File: src/rtl/jarch_pkg.sv
// Shared encodings for the JophArch sequencer: instruction type codes,
// execution-unit indices, fault codes and the control state type.
package jarch_pkg;

  localparam logic [2:0] TYPE_SYS   = 3'b000;
  localparam logic [2:0] TYPE_STACK = 3'b001;
  localparam logic [2:0] TYPE_ALU1  = 3'b010;
  localparam logic [2:0] TYPE_ALU2  = 3'b011;
  localparam logic [2:0] TYPE_DMA   = 3'b100;
  localparam logic [2:0] TYPE_JMP   = 3'b111;

  localparam logic [4:0] FUNC_HALT = 5'b11111;

  localparam int unsigned NUM_UNITS = 5;
  localparam logic [2:0] UNIT_ALU1  = 3'd0;
  localparam logic [2:0] UNIT_ALU2  = 3'd1;
  localparam logic [2:0] UNIT_DMA   = 3'd2;
  localparam logic [2:0] UNIT_STACK = 3'd3;
  localparam logic [2:0] UNIT_JMP   = 3'd4;

  localparam logic [1:0] FAULT_NONE    = 2'b00;
  localparam logic [1:0] FAULT_ILLEGAL = 2'b01;
  localparam logic [1:0] FAULT_TIMEOUT = 2'b10;

  typedef enum logic [2:0] {
    ST_IDLE,
    ST_FETCH,
    ST_DECODE,
    ST_EXEC,
    ST_HALTED,
    ST_FAULT
  } state_e;

  typedef struct packed {
    logic       is_unit;
    logic [2:0] unit;
  } unit_sel_t;

  // Maps a type field to the execution unit it dispatches to, if any.
  function automatic unit_sel_t unit_of_type(input logic [2:0] t);
    unit_sel_t s;
    s.is_unit = 1'b1;
    s.unit    = UNIT_ALU1;
    case (t)
      TYPE_ALU1:  s.unit = UNIT_ALU1;
      TYPE_ALU2:  s.unit = UNIT_ALU2;
      TYPE_DMA:   s.unit = UNIT_DMA;
      TYPE_STACK: s.unit = UNIT_STACK;
      TYPE_JMP:   s.unit = UNIT_JMP;
      default:    s.is_unit = 1'b0;
    endcase
    return s;
  endfunction

endpackage

File: src/rtl/jarch_sequencer_if.sv
// Instruction-memory and execution-unit handshake bundle of the sequencer.
interface jarch_sequencer_if
  import jarch_pkg::*;
#(
  parameter int unsigned PC_WIDTH = 24
);
  logic                 imem_req;
  logic [PC_WIDTH-1:0]  imem_addr;
  logic                 imem_ready;
  logic [31:0]          imem_rdata;
  logic [NUM_UNITS-1:0] unit_start;
  logic [NUM_UNITS-1:0] unit_done;
  logic                 branch_taken;
  logic [PC_WIDTH-1:0]  branch_target;

  modport master (
    output imem_req, imem_addr, unit_start,
    input  imem_ready, imem_rdata, unit_done, branch_taken, branch_target
  );

  modport slave (
    input  imem_req, imem_addr, unit_start,
    output imem_ready, imem_rdata, unit_done, branch_taken, branch_target
  );
endinterface

File: src/rtl/seq_watchdog.sv
// Loadable down-counter bounding how long the sequencer waits for a unit.
// TIMEOUT of 0 never expires.
module seq_watchdog #(
  parameter int unsigned TIMEOUT = 255
) (
  input  logic clock,
  input  logic reset,
  input  logic clear,
  input  logic enable,
  output logic expired
);
  localparam int unsigned CW = (TIMEOUT < 2) ? 1 : $clog2(TIMEOUT + 1);

  logic [CW-1:0] cnt_q, cnt_d;

  always_comb begin
    cnt_d = cnt_q;
    if (clear) begin
      cnt_d = CW'(TIMEOUT);
    end else if (enable && (cnt_q != '0)) begin
      cnt_d = cnt_q - CW'(1);
    end
  end

  always_ff @(posedge clock or posedge reset) begin
    if (reset) cnt_q <= '0;
    else       cnt_q <= cnt_d;
  end

  // Fires in the last permitted wait cycle so the fault lands TIMEOUT cycles after start.
  assign expired = (TIMEOUT != 0) && enable && (cnt_q == CW'(1));
endmodule

File: src/rtl/jarch_sequencer.sv
// Fetch/decode/dispatch controller: owns pc, ir, halt/fault state and the
// retired-instruction counter; dispatches each word to one execution unit.
module jarch_sequencer
  import jarch_pkg::*;
#(
  parameter int unsigned         PC_WIDTH = 24,
  parameter logic [PC_WIDTH-1:0] RESET_PC = '0,
  parameter int unsigned         TIMEOUT  = 255
) (
  input  logic                clock,
  input  logic                reset,
  input  logic                run,
  jarch_sequencer_if.master   bus,
  output logic [31:0]         ir,
  output logic [PC_WIDTH-1:0] pc,
  output logic                halted,
  output logic                fault,
  output logic [1:0]          fault_code,
  output logic [31:0]         retired_count
);
  state_e              state_q, state_d;
  logic [PC_WIDTH-1:0] pc_q, pc_d, retire_pc;
  logic [31:0]         ir_q, ir_d, retired_q, retired_d;
  logic [1:0]          fault_code_q, fault_code_d;
  logic                first_q, first_d;
  logic                run_q;
  logic                retire, is_halt;
  logic                wd_clear, wd_expired;
  unit_sel_t           sel;
  logic                sel_done;

  assign sel      = unit_of_type(ir_q[31:29]);
  assign sel_done = bus.unit_done[sel.unit];

  seq_watchdog #(.TIMEOUT(TIMEOUT)) u_watchdog (
    .clock   (clock),
    .reset   (reset),
    .clear   (wd_clear),
    .enable  (state_q == ST_EXEC),
    .expired (wd_expired)
  );

  always_comb begin
    state_d      = state_q;
    pc_d         = pc_q;
    ir_d         = ir_q;
    retired_d    = retired_q;
    fault_code_d = fault_code_q;
    first_d      = 1'b0;
    wd_clear     = 1'b0;
    retire       = 1'b0;
    is_halt      = 1'b0;
    retire_pc    = pc_q + PC_WIDTH'(1);
    case (state_q)
      ST_IDLE:  if (run) state_d = ST_FETCH;
      ST_FETCH: begin
        if (bus.imem_ready) begin
          ir_d    = bus.imem_rdata;
          state_d = ST_DECODE;
        end
      end
      ST_DECODE: begin
        if (sel.is_unit) begin
          state_d  = ST_EXEC;
          first_d  = 1'b1;
          wd_clear = 1'b1;
        end else if (ir_q[31:29] == TYPE_SYS) begin
          retire  = 1'b1;
          is_halt = (ir_q[28:24] == FUNC_HALT);
          if (is_halt) retire_pc = pc_q;
        end else begin
          state_d      = ST_FAULT;
          fault_code_d = FAULT_ILLEGAL;
        end
      end
      ST_EXEC: begin
        // A completion in the watchdog's last cycle still retires.
        if (!first_q && sel_done) begin
          retire = 1'b1;
          if ((sel.unit == UNIT_JMP) && bus.branch_taken) retire_pc = bus.branch_target;
        end else if (wd_expired) begin
          state_d      = ST_FAULT;
          fault_code_d = FAULT_TIMEOUT;
        end
      end
      ST_HALTED: begin
        if (run && !run_q) begin
          state_d = ST_FETCH;
          pc_d    = pc_q + PC_WIDTH'(1);
        end
      end
      ST_FAULT: state_d = ST_FAULT;
      default:  state_d = ST_IDLE;
    endcase
    if (retire) begin
      retired_d = retired_q + 32'd1;
      pc_d      = retire_pc;
      state_d   = is_halt ? ST_HALTED : (run ? ST_FETCH : ST_IDLE);
    end
  end

  always_ff @(posedge clock or posedge reset) begin
    if (reset) begin
      state_q      <= ST_IDLE;
      pc_q         <= RESET_PC;
      ir_q         <= '0;
      retired_q    <= '0;
      fault_code_q <= FAULT_NONE;
      first_q      <= 1'b0;
      run_q        <= 1'b0;
    end else begin
      state_q      <= state_d;
      pc_q         <= pc_d;
      ir_q         <= ir_d;
      retired_q    <= retired_d;
      fault_code_q <= fault_code_d;
      first_q      <= first_d;
      run_q        <= run;
    end
  end

  always_comb begin
    bus.unit_start = '0;
    if ((state_q == ST_EXEC) && first_q) bus.unit_start[sel.unit] = 1'b1;
  end

  assign bus.imem_req   = (state_q == ST_FETCH);
  assign bus.imem_addr  = pc_q;
  assign ir             = ir_q;
  assign pc             = pc_q;
  assign halted         = (state_q == ST_HALTED);
  assign fault          = (state_q == ST_FAULT);
  assign fault_code     = fault_code_q;
  assign retired_count  = retired_q;
endmodule

File: src/flat_wrapper.sv
// flat-port wrapper written by rule: the top's interface ports become plain ports
module jarch_sequencer_flat import jarch_pkg::*;
#(
  parameter int unsigned         PC_WIDTH = 24,
  parameter logic [PC_WIDTH-1:0] RESET_PC = '0,
  parameter int unsigned         TIMEOUT  = 255
)
  (clock, reset, run, ir, pc, halted, fault, fault_code, retired_count, bus_imem_req, bus_imem_addr, bus_unit_start, bus_imem_ready, bus_imem_rdata, bus_unit_done, bus_branch_taken, bus_branch_target);
  jarch_sequencer_if #(.PC_WIDTH(PC_WIDTH)) bus_i ();
  input  logic clock;
  input  logic reset;
  input  logic run;
  output logic [31:0] ir;
  output logic [PC_WIDTH-1:0] pc;
  output logic halted;
  output logic fault;
  output logic [1:0] fault_code;
  output logic [31:0] retired_count;
  output wire logic [$bits(bus_i.imem_req)-1:0] bus_imem_req;
  output wire logic [$bits(bus_i.imem_addr)-1:0] bus_imem_addr;
  output wire logic [$bits(bus_i.unit_start)-1:0] bus_unit_start;
  input wire logic [$bits(bus_i.imem_ready)-1:0] bus_imem_ready;
  input wire logic [$bits(bus_i.imem_rdata)-1:0] bus_imem_rdata;
  input wire logic [$bits(bus_i.unit_done)-1:0] bus_unit_done;
  input wire logic [$bits(bus_i.branch_taken)-1:0] bus_branch_taken;
  input wire logic [$bits(bus_i.branch_target)-1:0] bus_branch_target;
  assign bus_imem_req = bus_i.imem_req;
  assign bus_imem_addr = bus_i.imem_addr;
  assign bus_unit_start = bus_i.unit_start;
  assign bus_i.imem_ready = bus_imem_ready;
  assign bus_i.imem_rdata = bus_imem_rdata;
  assign bus_i.unit_done = bus_unit_done;
  assign bus_i.branch_taken = bus_branch_taken;
  assign bus_i.branch_target = bus_branch_target;
  jarch_sequencer #(.PC_WIDTH(PC_WIDTH), .RESET_PC(RESET_PC), .TIMEOUT(TIMEOUT)) u_core (.clock(clock), .reset(reset), .run(run), .bus(bus_i), .ir(ir), .pc(pc), .halted(halted), .fault(fault), .fault_code(fault_code), .retired_count(retired_count));
endmodule
File: config.mk
export PLATFORM = sky130hd
export DESIGN_NAME = jarch_sequencer_flat
export DESIGN_NICKNAME = d
export VERILOG_FILES = /design/src/rtl/jarch_pkg.sv /design/src/rtl/jarch_sequencer_if.sv /design/src/rtl/seq_watchdog.sv /design/src/rtl/jarch_sequencer.sv /design/src/flat_wrapper.sv
export SDC_FILE = /design/constraint.sdc
export NUM_CORES = 1
export LEC_CHECK = 0
export CORE_MARGIN = 2
export CORE_UTILIZATION = 50
export CTS_CLUSTER_SIZE = 12
export DETAILED_ROUTE_END_ITERATION = 10
export GPL_ROUTABILITY_DRIVEN = 0
export GPL_TIMING_DRIVEN = 0
export PLACE_DENSITY = 0.95
export SLEW_MARGIN = 25
export SYNTH_ARGS = -nofsm -noshare
export SYNTH_HDL_FRONTEND = slang
export SYNTH_HIERARCHICAL = 1
export SYNTH_SLANG_ARGS = --single-unit
File: constraint.sdc
create_clock -name clock -period 6.53 [get_ports clock]
set_clock_uncertainty 0.05 [all_clocks]
set_input_delay 0.9795 -clock clock [delete_from_list [all_inputs] [get_ports clock]]
set_output_delay 0.9795 -clock clock [all_outputs]
set_load 0.005 [all_outputs]
Word-level counts from Yosys, hierarchy flattened
Cells that the tools add are included.
Word-level totals
  output and inout port bits: 122
  input bits: 66
  flip-flop bits (word level): 103
  logic and storage cells: 101
Cells by class
  mux-type cells: 43
  reductions and logical operators: 21
  magnitude comparators: 2
  equal/unequal tests: 24
  add/subtract/negate cells: 3
Operators with widths (number)
  24-bit 2-to-1 mux: 8
  24-bit case mux with 2 select lines: 1
  32-bit by 1-bit adder with 32-bit output (second input constant): 1
  3-bit 2-to-1 mux: 9
  24-bit by 1-bit adder with 24-bit output (second input constant): 1
  3-bit case mux with 6 select lines: 1
  8-bit 2-to-1 mux: 2
  3-bit == test (second input constant): 5
  3-bit by 2-bit == test with 1-bit output (second input constant): 4
  1-bit 2-to-1 mux: 12
  3-bit case mux with 4 select lines: 1
  3-bit by 1-bit != test with 1-bit output (second input constant): 3
  8-bit by 1-bit == test with 1-bit output (second input constant): 1
  2-bit 2-to-1 mux: 4
  2-bit nonzero test: 4
  8-bit nonzero test: 1
  8-bit by 1-bit subtractor with 8-bit output (second input constant): 1
  1-bit logical AND: 7
  3-bit by 1-bit == test with 1-bit output (second input constant): 2
  3-bit logical NOT: 2
  2-bit != test (second input constant): 3
  3-bit by 2-bit != test with 1-bit output (second input constant): 2
  6-bit AND reduction: 1
  5-bit == test (second input constant): 1
  15 further kinds: 16

Depth between registers and ports, before layout
  word-level depth: 9
  gate-level depth with buffers: 10

By module
The synthesis kept the hierarchy.
Modules (own cells, without submodules)
  jarch_sequencer: cells an instance 501, times used 1, seq. area each 2377.3 µm², area an instance 4999.8 µm²
  seq_watchdog: cells an instance 52, times used 1, seq. area each 200.2 µm², area an instance 508.0 µm²

Least setup slack after synthesis
Ideal clock, no wire load.
  kind: input -> register
  start point: input bus_unit_done[2]
  end point: register u_core.pc_q[4], in the netlist u_core/bus.imem_addr[4]
  setup time: 0.124 ns
  setup slack: 4.064 ns
  stages: 9
  arrival time: 2.293 ns
  buffers on the path: 3
  path through: nor4b_1 -> a21oi_1 -> and3_1 -> buf_2 -> o31a_1 -> buf_6 -> buf_6 -> a21oi_2 -> a21oi_1
Between the ends
  word-level cells in the longest chain between the ends: 7
  elaborated cells on any way between the ends: 12
RTL lines
  start: declaration: RTL line flat_wrapper.sv:24  | input wire logic [$bits(bus_i.unit_done)-1:0] bus_unit_done;
  1-bit binary-select mux with 3-bit select *: RTL line jarch_sequencer.sv:33  | assign sel_done = bus.unit_done[sel.unit];
  1-bit 2-to-1 mux (implied by the code) *: RTL line jarch_sequencer.sv:33
  1-bit logical AND *: RTL line jarch_sequencer.sv:78  | if (!first_q && sel_done) begin
  1-bit 2-to-1 mux: RTL line jarch_sequencer.sv:78
  1-bit case mux with 2 select lines: RTL line jarch_sequencer.sv:54  | case (state_q)
  5-bit != test (no source line) / 2-bit nonzero test (equally long branches)
  3-bit AND reduction (no source line)
  end signal: assignment: RTL line jarch_sequencer.sv:113  | pc_q <= pc_d;
  end: declaration: RTL line jarch_sequencer.sv:22  | logic [PC_WIDTH-1:0] pc_q, pc_d, retire_pc;
Mark *: on every way between the ends. The rest lies on a longest branch, timed or not. The select of a mux whose other input is x is not followed.
A chain may end at the register's enable or synchronous reset.

Final worst setup path
  start point: register u_core.state_q[2]
  end point: output bus_unit_start[3]
Between the ends
  word-level cells in the longest chain between the ends: 3
RTL lines
  start: declaration: RTL line jarch_sequencer.sv:21  | state_e state_q, state_d;
  start signal: assignment: RTL line jarch_sequencer.sv:112  | state_q <= state_d;
  3-bit by 2-bit == test with 1-bit output: RTL line jarch_sequencer.sv:124  | if ((state_q == ST_EXEC) && first_q) bus.unit_start[sel.unit] = 1'b1;
  1-bit logical AND: RTL line jarch_sequencer.sv:124
  5-bit 2-to-1 mux: RTL line jarch_sequencer.sv:124
  end: declaration: RTL line flat_wrapper.sv:21  | output wire logic [$bits(bus_i.unit_start)-1:0] bus_unit_start;
No other way between the ends.

==> results.py <==
metrics = {
    "run_status": {
        "run_status": "complete, no violations",
    },
    "synthesis": {
        "ys.warnings.count": 6,
        "synth_seq_area_share": 0.468,
        "syn-instance-count": 553,
        "syn-mean-instance-area_sq_um": 9.96,
        "yosys_register_bits": 103,
        "synth.lib_cells_used.distinct": 55,
        "synth_enable_flop_cells": 0,
        "syn_nets": 624,
        "syn-cell-area_sq_um": 5510,
        "commonest_register_cell_after_synthesis": "sky130_fd_sc_hd__dfrtp_1",
        "synthArstFlopShare": 1.00,
    },
    "power": {
        "power_uw": 3030,
        "ir_worst_vdd_v": 0.000281,
        "power_per_cell_area_nw_per_um2": 390,
        "total_leakage_power_uw": 0.00331,
    },
    "worst_setup_path": {
        "cp-start-kind": "flop",
        "worst-endpoint-required_ps": 5500,
        "worst_path_arrival_time_ps": 2350,
        "crit_end_category": "primary output",
        "timing.critical_path.cells": "nand3b_1 > inv_1 > nand2_1 > nor4b_1 > clkdlybuf4s50_1",
        "worst_path_largest_cell_delay_ps": 570,
        "path_max_fanout": 9,
        "timing.setup.critical_path_class": "reg -> out",
        "timing.critical_path.slowest_stage_cell": "sky130_fd_sc_hd__clkdlybuf4s50_1",
    },
    "clock_tree": {
        "post-cts-setup-buffers": 0,
        "clkSlewWorstSetupHoldPaths_ps": 100,
        "clock_path_buffers": 2,
        "ctsHtreeMaxLevel": 3,
        "clock_root_buffer": "sky130_fd_sc_hd__clkbuf_8",
        "numCtsBuffers": 9,
        "cts_tree": "yes",
        "clock_insertion_delay_at_the_later_pin_of_the_skew_report_ps": 370,
        "cts_repair_resized_insts": 0,
        "postCtsHoldBufs": 0,
        "cts.sinks": 103,
    },
    "sta": {
        "timing.final.ws_setup_ps": 3150,
        "slew_violations": 0,
        "finalHoldViolations": 0,
        "rsz0062_at_grt": "no",
        "achievable-frequency_mhz": 296,
        "finalSetupTns_ps": 0,
        "setup_viol": 0,
        "tightest_slew_ps": 660,
        "layout_worst_path_cycle_share": 0.518,
        "slew-limit-headroom": 0.556,
        "min_period_ps": 3380,
    },
    "grt": {
        "grt_first_pass_wirelength_mm": 24.6,
        "grt_antenna_before_repair": 0,
        "vias_in_the_first_global_route": 4938,
        "grt_start_max_net_pins": 58,
        "grt_overflow": 0,
        "overall_routing_resource_usage": 0.264,
    },
    "job": {
        "drv.max_cap_violation_count": 0,
    },
    "die": {
        "die_w_microns": 109,
        "rows": 38,
        "boundaryPins": 188,
        "floorplan.die_area_sq_um": 11900,
        "design.core.area_sq_um": 10800,
        "die_h_microns": 109,
        "starting_density_of_the_core": 0.510,
    },
    "route": {
        "drt.antenna.violating_nets": 0,
        "wirelength_mm": 15.4,
        "pre_repair_dr_iteration_count": 8,
        "post-route-drc-count": 0,
        "first_iter_violations": 324,
        "dr_total_vias": 5064,
        "viasPerCell": 5.65,
        "routed_wire_length_per_instance_microns": 17.1,
    },
    "finish": {
        "antenna_cells_inserted": 0,
        "drive_gt1_frac": 0.153,
        "final_cell_count_no_fill": 897,
        "most-common-layout-cells": "sky130_fd_sc_hd__clkdlybuf4s50_1 (187), sky130_fd_sc_hd__dfrtp_1 (103), sky130_fd_sc_hd__nand2_1 (53)",
        "area.growth.synth_to_final_pct": 41.1,
        "layout.nets": 823,
        "final_core_util": 0.720,
        "most_common_cell_after_layout_fill_and_taps_aside": "sky130_fd_sc_hd__clkdlybuf4s50_1",
    },
    "placed_design": {
        "placement.io_buffers": 187,
        "dp_hpwl_mm": 11.4,
        "pre_cts_ws_ps": 3170,
        "dpl.cell_count": 881,
    },
    "worst_hold_path": {
        "hp-class": "reg -> reg",
    },
}
## routing by layer
layer	share of wire	vias to the layer above	track usage	routed length, microns
li1	-	2318	-	-
met1	0.38	2470	0.314	5800
met2	0.52	251	0.471	8000
met3	0.085	25	0.0568	1300
met4	0.017	0	0.0879	257
met5	0	-	0	0
## per-stage QoR
stage	cell area, sq um	hold slack (ps)
global route	7770	474
global placement	7550	408
CTS	7770	447
finish	7770	444
floorplan	5510	415
detailed placement	7590	423
## worst max-delay path: cells and delay by family, from the launching register on
family	cells	cell delay, ps
buf+inv	2	770
simple gates	3	740
flops	1	480
## cell usage after synthesis, types with 2 or more instances
| library cell | count | share of area |
|---|---|---|
| sky130_fd_sc_hd__a31o_2 | 2 | 0.0032 |
| sky130_fd_sc_hd__a21oi_2 | 10 | 0.016 |
| sky130_fd_sc_hd__o22ai_1 | 4 | 0.0045 |
| sky130_fd_sc_hd__a21boi_0 | 3 | 0.0041 |
| sky130_fd_sc_hd__o31a_1 | 2 | 0.0032 |
| sky130_fd_sc_hd__mux2_2 | 31 | 0.063 |
| sky130_fd_sc_hd__nand3_1 | 29 | 0.026 |
| sky130_fd_sc_hd__xor2_1 | 19 | 0.030 |
| sky130_fd_sc_hd__a2bb2oi_1 | 3 | 0.0048 |
| sky130_fd_sc_hd__nor2_1 | 30 | 0.020 |
| sky130_fd_sc_hd__xnor2_1 | 16 | 0.025 |
| sky130_fd_sc_hd__nand4_1 | 14 | 0.016 |
| sky130_fd_sc_hd__nand2_1 | 53 | 0.036 |
| sky130_fd_sc_hd__nand3b_1 | 2 | 0.0027 |
| sky130_fd_sc_hd__dfrtp_1 | 103 | 0.47 |
| sky130_fd_sc_hd__o31ai_1 | 2 | 0.0027 |
| sky130_fd_sc_hd__inv_1 | 15 | 0.010 |
| sky130_fd_sc_hd__clkbuf_1 | 14 | 0.0095 |
| sky130_fd_sc_hd__buf_4 | 26 | 0.035 |
| sky130_fd_sc_hd__buf_2 | 7 | 0.0064 |
| sky130_fd_sc_hd__ha_1 | 5 | 0.011 |
| sky130_fd_sc_hd__nor3_2 | 6 | 0.011 |
| sky130_fd_sc_hd__mux2i_1 | 7 | 0.013 |
| sky130_fd_sc_hd__buf_6 | 5 | 0.010 |
| sky130_fd_sc_hd__nor4_1 | 8 | 0.0091 |
| sky130_fd_sc_hd__nor2b_1 | 6 | 0.0068 |
| sky130_fd_sc_hd__o21ai_0 | 24 | 0.022 |
| sky130_fd_sc_hd__and2_1 | 5 | 0.0057 |
| sky130_fd_sc_hd__and3_1 | 10 | 0.011 |
| sky130_fd_sc_hd__nor4b_1 | 2 | 0.0032 |
| sky130_fd_sc_hd__nand2b_1 | 9 | 0.010 |
| sky130_fd_sc_hd__nor3_1 | 18 | 0.016 |
| sky130_fd_sc_hd__and4_1 | 4 | 0.0064 |
| sky130_fd_sc_hd__a21oi_1 | 38 | 0.035 |
## layout make-up
class / instances / area, sq um
Buffer: 52 / 339
Clock buffer: 10 / 138
Clock inverter: 6 / 48.8
Fill cell: 756 / 3020
Inverter: 15 / 61.3
Multi-Input combinational cell: 383 / 2530
Sequential cell: 103 / 2580
Tap cell: 140 / 175
Timing Repair Buffer: 188 / 1900
## registers in the layout, summed over array words and instances, names as in the netlist
signal / flops
u_core/first_q: 1
u_core/bus.imem_addr: 24
u_core/retired_count: 32
u_core/fault_code: 2
u_core/ir: 32
u_core/u_watchdog/cnt_q: 8
u_core/state_q: 3
u_core/run_q: 1
## cells by family after synthesis
logic type      Yosys count  synth area share
fa+ha+maj                 5            0.0114
buf+inv                  67            0.0718
simple gates            205             0.199
mux                      38            0.0761
xor+xnor                 35            0.0557
flops                   103             0.468
compound gates          100             0.118
## worst paths after layout
kind                                          from                          to  depth (start not counted)  slack, ps
max in group asynchronous                    reset    u_core/retired_count[10]                          3       4860
min                        u_core/retired_count[7]     u_core/retired_count[7]                          1        440
max reg2reg                          u_core/ir[30]     u_core/bus.imem_addr[7]                          9       3890
min in group asynchronous                    reset  u_core/u_watchdog/cnt_q[6]                          2        940
min reg2reg                u_core/retired_count[7]     u_core/retired_count[7]                          1        440
max                              u_core/state_q[2]           bus_unit_start[3]                          5       3150
## where the power goes
part | internal [uW] | switching, uW | leakage, uW | total (uW)
logic | 916 | 615 | 0.00194 | 1530
registers | 862 | 252 | 0.00127 | 1110
clock network | 155 | 232 | 0.0000981 | 387
No activity file was read; power rests on OpenSTA's default activity.
